### config.mk
export PLATFORM = sky130hd
export DESIGN_NAME = decade_timer_ctrl_flat
export DESIGN_NICKNAME = d
export VERILOG_FILES = /design/src/rtl/decade_timer_ctrl_pkg.sv /design/src/rtl/decade_timer_ctrl_if.sv /design/src/rtl/decade_timer_ctrl_bcd_digit.sv /design/src/rtl/decade_timer_ctrl.sv /design/src/flat_wrapper.sv
export SDC_FILE = /design/constraint.sdc
export NUM_CORES = 1
export LEC_CHECK = 0
export CORE_AREA = 2 2 76 78
export CTS_CLUSTER_DIAMETER = 200
export CTS_CLUSTER_SIZE = 40
export DETAILED_ROUTE_END_ITERATION = 6
export DIE_AREA = 0 0 78 80
export GPL_TIMING_DRIVEN = 0
export PLACE_DENSITY = 0.77
export SLEW_MARGIN = 20
export SYNTH_ARGS = -nofsm -noshare
export SYNTH_HDL_FRONTEND = slang
export SYNTH_HIERARCHICAL = 1
export SYNTH_SLANG_ARGS = --single-unit
### constraint.sdc
create_clock -name clk -period 7.55 [get_ports clk]
set_clock_uncertainty 0.05 [all_clocks]
set_input_delay 1.51 -clock clk [delete_from_list [all_inputs] [get_ports clk]]
set_output_delay 1.51 -clock clk [all_outputs]
set_load 0.02 [all_outputs]
### src/rtl/decade_timer_ctrl_pkg.sv
// Shared types and constants for the decade timer controller and its BCD digits.
package decade_ctrl_pkg;

  localparam int unsigned DIGIT_W   = 4;
  localparam int unsigned DIGIT_MAX = 9;

  typedef enum logic [1:0] {
    IDLE  = 2'd0,
    RUN   = 2'd1,
    PAUSE = 2'd2,
    DONE  = 2'd3
  } state_e;

  // Any non-decimal code collapses to zero so a preset can never hold an illegal digit.
  function automatic logic [DIGIT_W-1:0] sanitize_digit(input logic [DIGIT_W-1:0] d);
    return (d > DIGIT_W'(DIGIT_MAX)) ? '0 : d;
  endfunction

endpackage

### src/rtl/decade_timer_ctrl_if.sv
// Command/status bundle between the control logic and the decade timer.
interface decade_timer_ctrl_if #(
  parameter int unsigned DIGITS = 4
);
  localparam int unsigned BCD_W = 4 * DIGITS;

  logic             start;
  logic             stop;
  logic             clear;
  logic             load;
  logic [BCD_W-1:0] load_val;
  logic [BCD_W-1:0] limit;
  logic [BCD_W-1:0] bcd;
  logic             running;
  logic             done;
  logic             wrap;
  logic [1:0]       state;

  modport master (
    output start, stop, clear, load, load_val, limit,
    input  bcd, running, done, wrap, state
  );

  modport slave (
    input  start, stop, clear, load, load_val, limit,
    output bcd, running, done, wrap, state
  );

endinterface

### src/rtl/decade_timer_ctrl_bcd_digit.sv
// One mod-10 counter digit: clear beats load beats increment.
module bcd_digit
  import decade_ctrl_pkg::*;
(
  input  logic               clk,
  input  logic               rst,
  input  logic               inc,
  input  logic               clr,
  input  logic               ld,
  input  logic [DIGIT_W-1:0] d,
  output logic [DIGIT_W-1:0] q,
  output logic               co
);

  logic [DIGIT_W-1:0] q_q;

  always_ff @(posedge clk) begin
    if (!rst) begin
      q_q <= '0;
    end else if (clr) begin
      q_q <= '0;
    end else if (ld) begin
      q_q <= sanitize_digit(d);
    end else if (inc) begin
      q_q <= (q_q == DIGIT_W'(DIGIT_MAX)) ? '0 : q_q + DIGIT_W'(1);
    end
  end

  assign q  = q_q;
  assign co = inc && (q_q == DIGIT_W'(DIGIT_MAX));

endmodule

### src/rtl/decade_timer_ctrl.sv
// Multi-digit BCD event timer: command FSM, tick prescaler, carry chain and limit compare.
module decade_timer_ctrl
  import decade_ctrl_pkg::*;
#(
  parameter int unsigned DIGITS   = 4,
  parameter int unsigned TICK_DIV = 10
) (
  input logic                clk,
  input logic                rst,
  decade_timer_ctrl_if.slave bus
);

  localparam int unsigned BCD_W = DIGIT_W * DIGITS;
  localparam int unsigned PRE_W = (TICK_DIV > 1) ? $clog2(TICK_DIV) : 1;
  localparam logic [PRE_W-1:0] PRE_MAX = PRE_W'(TICK_DIV - 1);

  state_e             state_q, state_d;
  logic [PRE_W-1:0]   presc_q, presc_d;
  logic               done_q, done_d;
  logic               wrap_q, wrap_d;
  logic               running_q;

  logic               tick_c;
  logic               clr_c;
  logic               ld_c;
  logic               carry_c;
  logic               match_c;
  logic [DIGITS-1:0]  inc_c;
  logic [DIGITS-1:0]  co_c;
  logic [DIGIT_W-1:0] q_c [DIGITS];
  logic [BCD_W-1:0]   next_c;

  // A stop or clear in the tick cycle swallows the tick entirely.
  assign tick_c = (state_q == RUN) && (presc_q == PRE_MAX) && !bus.clear && !bus.stop;

  // Ripple enable: digit i steps only when every lower digit is rolling over.
  always_comb begin
    carry_c = tick_c;
    for (int i = 0; i < int'(DIGITS); i++) begin
      inc_c[i] = carry_c;
      carry_c  = carry_c && (q_c[i] == DIGIT_W'(DIGIT_MAX));
    end
  end

  for (genvar i = 0; i < int'(DIGITS); i++) begin : g_digit
    bcd_digit u_digit (
      .clk (clk),
      .rst (rst),
      .inc (inc_c[i]),
      .clr (clr_c),
      .ld  (ld_c),
      .d   (bus.load_val[i*DIGIT_W +: DIGIT_W]),
      .q   (q_c[i]),
      .co  (co_c[i])
    );

    assign next_c[i*DIGIT_W +: DIGIT_W] =
      !inc_c[i]                          ? q_c[i] :
      (q_c[i] == DIGIT_W'(DIGIT_MAX))    ? '0     : q_c[i] + DIGIT_W'(1);
    assign bus.bcd[i*DIGIT_W +: DIGIT_W] = q_c[i];
  end

  // Post-increment value is always valid BCD, so an invalid limit can never match.
  assign match_c = (next_c == bus.limit);

  always_comb begin
    state_d = state_q;
    presc_d = presc_q;
    done_d  = 1'b0;
    wrap_d  = 1'b0;
    clr_c   = 1'b0;
    ld_c    = 1'b0;
    if (bus.clear) begin
      state_d = IDLE;
      presc_d = '0;
      clr_c   = 1'b1;
    end else if (bus.load && (state_q == IDLE || state_q == PAUSE)) begin
      ld_c = 1'b1;
    end else if (bus.stop && state_q == RUN) begin
      state_d = PAUSE;
    end else if (bus.start && state_q != RUN) begin
      state_d = RUN;
      if (state_q == DONE) begin
        presc_d = '0;
        clr_c   = 1'b1;
      end
    end else if (state_q == RUN) begin
      if (tick_c) begin
        presc_d = '0;
        wrap_d  = &co_c;
        if (match_c) begin
          state_d = DONE;
          done_d  = 1'b1;
        end
      end else begin
        presc_d = presc_q + PRE_W'(1);
      end
    end
  end

  always_ff @(posedge clk) begin
    if (!rst) begin
      state_q   <= IDLE;
      presc_q   <= '0;
      done_q    <= 1'b0;
      wrap_q    <= 1'b0;
      running_q <= 1'b0;
    end else begin
      state_q   <= state_d;
      presc_q   <= presc_d;
      done_q    <= done_d;
      wrap_q    <= wrap_d;
      running_q <= (state_d == RUN);
    end
  end

  assign bus.state   = state_q;
  assign bus.running = running_q;
  assign bus.done    = done_q;
  assign bus.wrap    = wrap_q;

endmodule

### src/flat_wrapper.sv
// flat-port wrapper written by rule: the top's interface ports become plain ports
module decade_timer_ctrl_flat import decade_ctrl_pkg::*;
#(
  parameter int unsigned DIGITS   = 4,
  parameter int unsigned TICK_DIV = 10
)
  (clk, rst, bus_start, bus_stop, bus_clear, bus_load, bus_load_val, bus_limit, bus_bcd, bus_running, bus_done, bus_wrap, bus_state);
  decade_timer_ctrl_if #(.DIGITS(DIGITS)) bus_i ();
  input logic clk;
  input logic rst;
  input wire logic [$bits(bus_i.start)-1:0] bus_start;
  input wire logic [$bits(bus_i.stop)-1:0] bus_stop;
  input wire logic [$bits(bus_i.clear)-1:0] bus_clear;
  input wire logic [$bits(bus_i.load)-1:0] bus_load;
  input wire logic [$bits(bus_i.load_val)-1:0] bus_load_val;
  input wire logic [$bits(bus_i.limit)-1:0] bus_limit;
  output wire logic [$bits(bus_i.bcd)-1:0] bus_bcd;
  output wire logic [$bits(bus_i.running)-1:0] bus_running;
  output wire logic [$bits(bus_i.done)-1:0] bus_done;
  output wire logic [$bits(bus_i.wrap)-1:0] bus_wrap;
  output wire logic [$bits(bus_i.state)-1:0] bus_state;
  assign bus_i.start = bus_start;
  assign bus_i.stop = bus_stop;
  assign bus_i.clear = bus_clear;
  assign bus_i.load = bus_load;
  assign bus_i.load_val = bus_load_val;
  assign bus_i.limit = bus_limit;
  assign bus_bcd = bus_i.bcd;
  assign bus_running = bus_i.running;
  assign bus_done = bus_i.done;
  assign bus_wrap = bus_i.wrap;
  assign bus_state = bus_i.state;
  decade_timer_ctrl #(.DIGITS(DIGITS), .TICK_DIV(TICK_DIV)) u_core (.clk(clk), .rst(rst), .bus(bus_i));
endmodule
==> results.md <==
* DR WL/cell at 15.1 um
* Die width at 78 um
* Synth warnings at 6
* Adder-Cell Fraction of Synth Area at 1.06%
* Top FF cell, synth: dfxtp_1
* Fin crit period at 4.06 ns
* Compound-Gate Fraction of Synth Area at 28.5%
* Initial antenna violation count at 0
* Tot GR Track Use at 21.7%
* Post-DRT Antenna Nets at 0
* RSZ-0062 raised after global routing: no
* Clk slew on worst S/H paths at around 0.090 ns
* GR peak layer: met2
* Met3 Use GR at under 10%
* Post-synthesis xor/xnor area fraction at around 7.4%
* Clk_lat worst skew at approximately 0.27 ns
* Largest net degree at the start of global routing at 17
* Share of flip-flops with an asynchronous set or reset at 0%
* Seq/Total Area, Yosys at 21.3%
* Main combinational cell family by area after synthesis: simple AND/OR/NAND/NOR gates
* Final hold vios at 0
* Detailed Routing Iterations Pass 1 at 4
* H-tree level count at 1
* Post-synth EDFFs at 0
* Placeable Area at approximately 0.0054 sq mm
* Status: finished, final reports clean
* TritonCTS clock tree: yes
* Post-Syn Instances at 301
* Maximum vdd drop at 0.0000548 V
* Pwr/cell area at 99.6 mW/mm^2
* Critical Path RT at about 7.7 ns
* Via count at ~2,500
* IO Port Bufs at 58
* Worst-path fanout max at 7
* Mux contribution to synthesized area at 0%
* Yosys top cell by area: dfxtp_1
* First-pass GRT wire length at 10,900 um
* Register area at approximately 500 sq um
* Reg2reg end: u_core/bus.running
* Antenna Cells at 0
* Starting Density at 43.6%
* Power Total at 0.306 mW
* Die Ht at about 80 um
* P_int at 0.216 mW
* Share of post-route cells with drive strength above 1 at a little under a tenth
* Critical Path Source Type: input pin
* Max-slew headroom at the worst pin at a little under half
* Final wirelength at 6560 um
* Final Max Slew Viols at 0
* Area share of the largest cell type after synthesis at 21.3%
* Layout area overhead at 30.5%
* IO Pins at 59
* Critical Setup Path Class: in2reg
* Commonest cells in the netlist: 29 x a21oi_1, 25 x dfxtp_1, 24 x o21ai_0
* Worst-Margin Slew at 0.792 ns
* Net Sw Frac at 29.6%
* Hold Path Cell Cnt at 2
* Number of distinct library cells after synthesis at 64
* Worst hold path type: reg2reg
* Clk sinks at 25
* CP endpoint: u_core/bus.running
* Period Utilization, post-route at 53.7%
* Setup Viol. Count Final at 0
* Nets@finish at just over 400
* Total CTS buffers at 3
* Worst Reg-to-Reg Cells at 8
* Clock power share at 26.9%
* Most frequent cell after synthesis: a21oi_1
* Fmax at approximately 0.25 GHz
* # fillers at ~520
* Final HPWL DP at 5120 um
* PostCTS Resize Cnt at 0
* Logic pwr share at 26.7%
* Area of the die at 0.00624 sq mm
* Met1 Track Usage GR at 29.4%
* GP Congestion at just under 0.9
* Max-cap violations at 0
* Sequential Power Share at 46.4%
* Critical path arrival at 4.18 ns
* Vias per cell at 5.81
* Syn_nets at approximately 340
* P_leak at roughly 1 nW
* Vias in the first global route at 2,317
* Root Driver: clkbuf_8
* Critical Path Start: bus_stop
* Area of the multi-input gates at around 0.0018 sq mm
* Synthesized flop and latch total at 25
* Post-Synth Simple-Gate Area at about 39%
* Grt ovf at 0
* Synth top area cells: dfxtp_1 21%, a21oi_1 6.2%, o21ai_0 5.1%
* Reg-to-Reg Start: u_core/presc_q[0]
* Clock buffer depth at 2
* Setup crit end kind: flop
* Synth Cell Area at 0.00235 sq mm
* Post-CTS Hold Buffers at 0
* Net Sw Power at slightly above 0.09 mW
* Setup TNS at 0 ns
* Residual DRC at 0
* GR Util met2 at a little over a third
* Worst R2R Setup Slack at 4.80 ns
* Cell Rows at 27
* First-iteration detailed-routing DRC count at 208
* Synth Area per Inst at ~8 sq um
* Post-CTS Setup Inserts at 0
-- through the flow --
step,cell area [sq um],hold slack (ns),util (%),setup WS [ns],std cells
floorplan,2350,0.430,-,3.99,301
global placement,3030,0.456,56.0,3.26,431
detailed placement,3030,0.471,56.0,3.24,431
CTS,3070,0.477,56.9,3.53,435
global route,3070,0.531,56.9,3.30,435
finish,3070,0.472,56.9,3.49,435
-- metal layers --
metal  wire length [um]  up-vias  part of all wire (%)
met5                  0        -                     0
met4                127        0                   1.9
met3                330       14                   5.0
met2               3050       81                    47
met1               3050     1159                    46
li1                   -     1275                     -
-- worst max-delay path, stage by stage --
cell and delay [ns]:
clkdlybuf4s50_1 0.53, nand4bb_4 0.34, nor3_4 0.37, a31oi_1 0.14
or3_1 0.37, and2_0 0.17, or4b_4 0.54, o21a_1 0.20
-- placed cells by master, fill, tap and decap left out, types with 4 or more instances in the layout --
master,n
nor3b_1,5
a311oi_1,4
nor2b_1,15
nand3b_1,4
or3_1,8
o21ai_0,24
clkdlybuf4s50_1,58
nand2_1,14
nand2b_1,18
xor2_1,9
a21oi_1,29
nor3_1,4
nand2_2,4
and4b_2,4
dfxtp_1,25
nor2_1,19
nand3_1,11
inv_1,10
a211oi_1,6
xnor2_1,11
a221oi_2,4
nand4_1,5
a31oi_1,4
a21o_1,6
-- power by group through the flow --
stage	logic, mW	clock network [mW]	registers [mW]
2_1_floorplan	0.0385	0	0.147
3_3_place_gp	0.0796	0	0.145
3_5_place_dp	0.0804	0	0.145
4_1_cts	0.0810	0.0870	0.142
5_1_grt	0.0892	0.0916	0.143
6_report	0.0817	0.0823	0.142
-- registers in the layout, indices dropped and copies added (netlist names) --
| register | count |
|---|---|
| u_core/bus.done | 1 |
| u_core/bus.running | 1 |
| u_core/bus.state | 2 |
| u_core/bus.wrap | 1 |
| u_core/g_digit.u_digit/q | 16 |
| u_core/presc_q | 4 |
-- layout make-up --
type                    count  area share, %
flip-flops and latches     25           16.3
well taps                  72           2.93
multi-input cells         260           58.0
inverters                  11           1.34
plain buffers               5           1.10
repair buffers             58           18.9
clock buffers               4           1.47
-- logic make-up after synthesis --
family,count (synthesis)
buffers and inverters,16
and+or+nand+nor,137
DFF,25
AOI/OAI and AO/OA,101
adders and majority gates,2
xor gates and xnor gates,20
-- worst min path at each step --
stage / from / end / slack [ns]
6_report: u_core/presc_q[2] / u_core/presc_q[2] / 0.47
5_1_grt: u_core/presc_q[2] / u_core/presc_q[2] / 0.53
4_1_cts: u_core/presc_q[2] / u_core/presc_q[2] / 0.48
3_5_place_dp: u_core/presc_q[2] / u_core/presc_q[2] / 0.47
3_3_place_gp: u_core/presc_q[2] / u_core/presc_q[2] / 0.46
2_1_floorplan: u_core/presc_q[2] / u_core/presc_q[2] / 0.43
No activity file was read; power rests on OpenSTA's default activity.
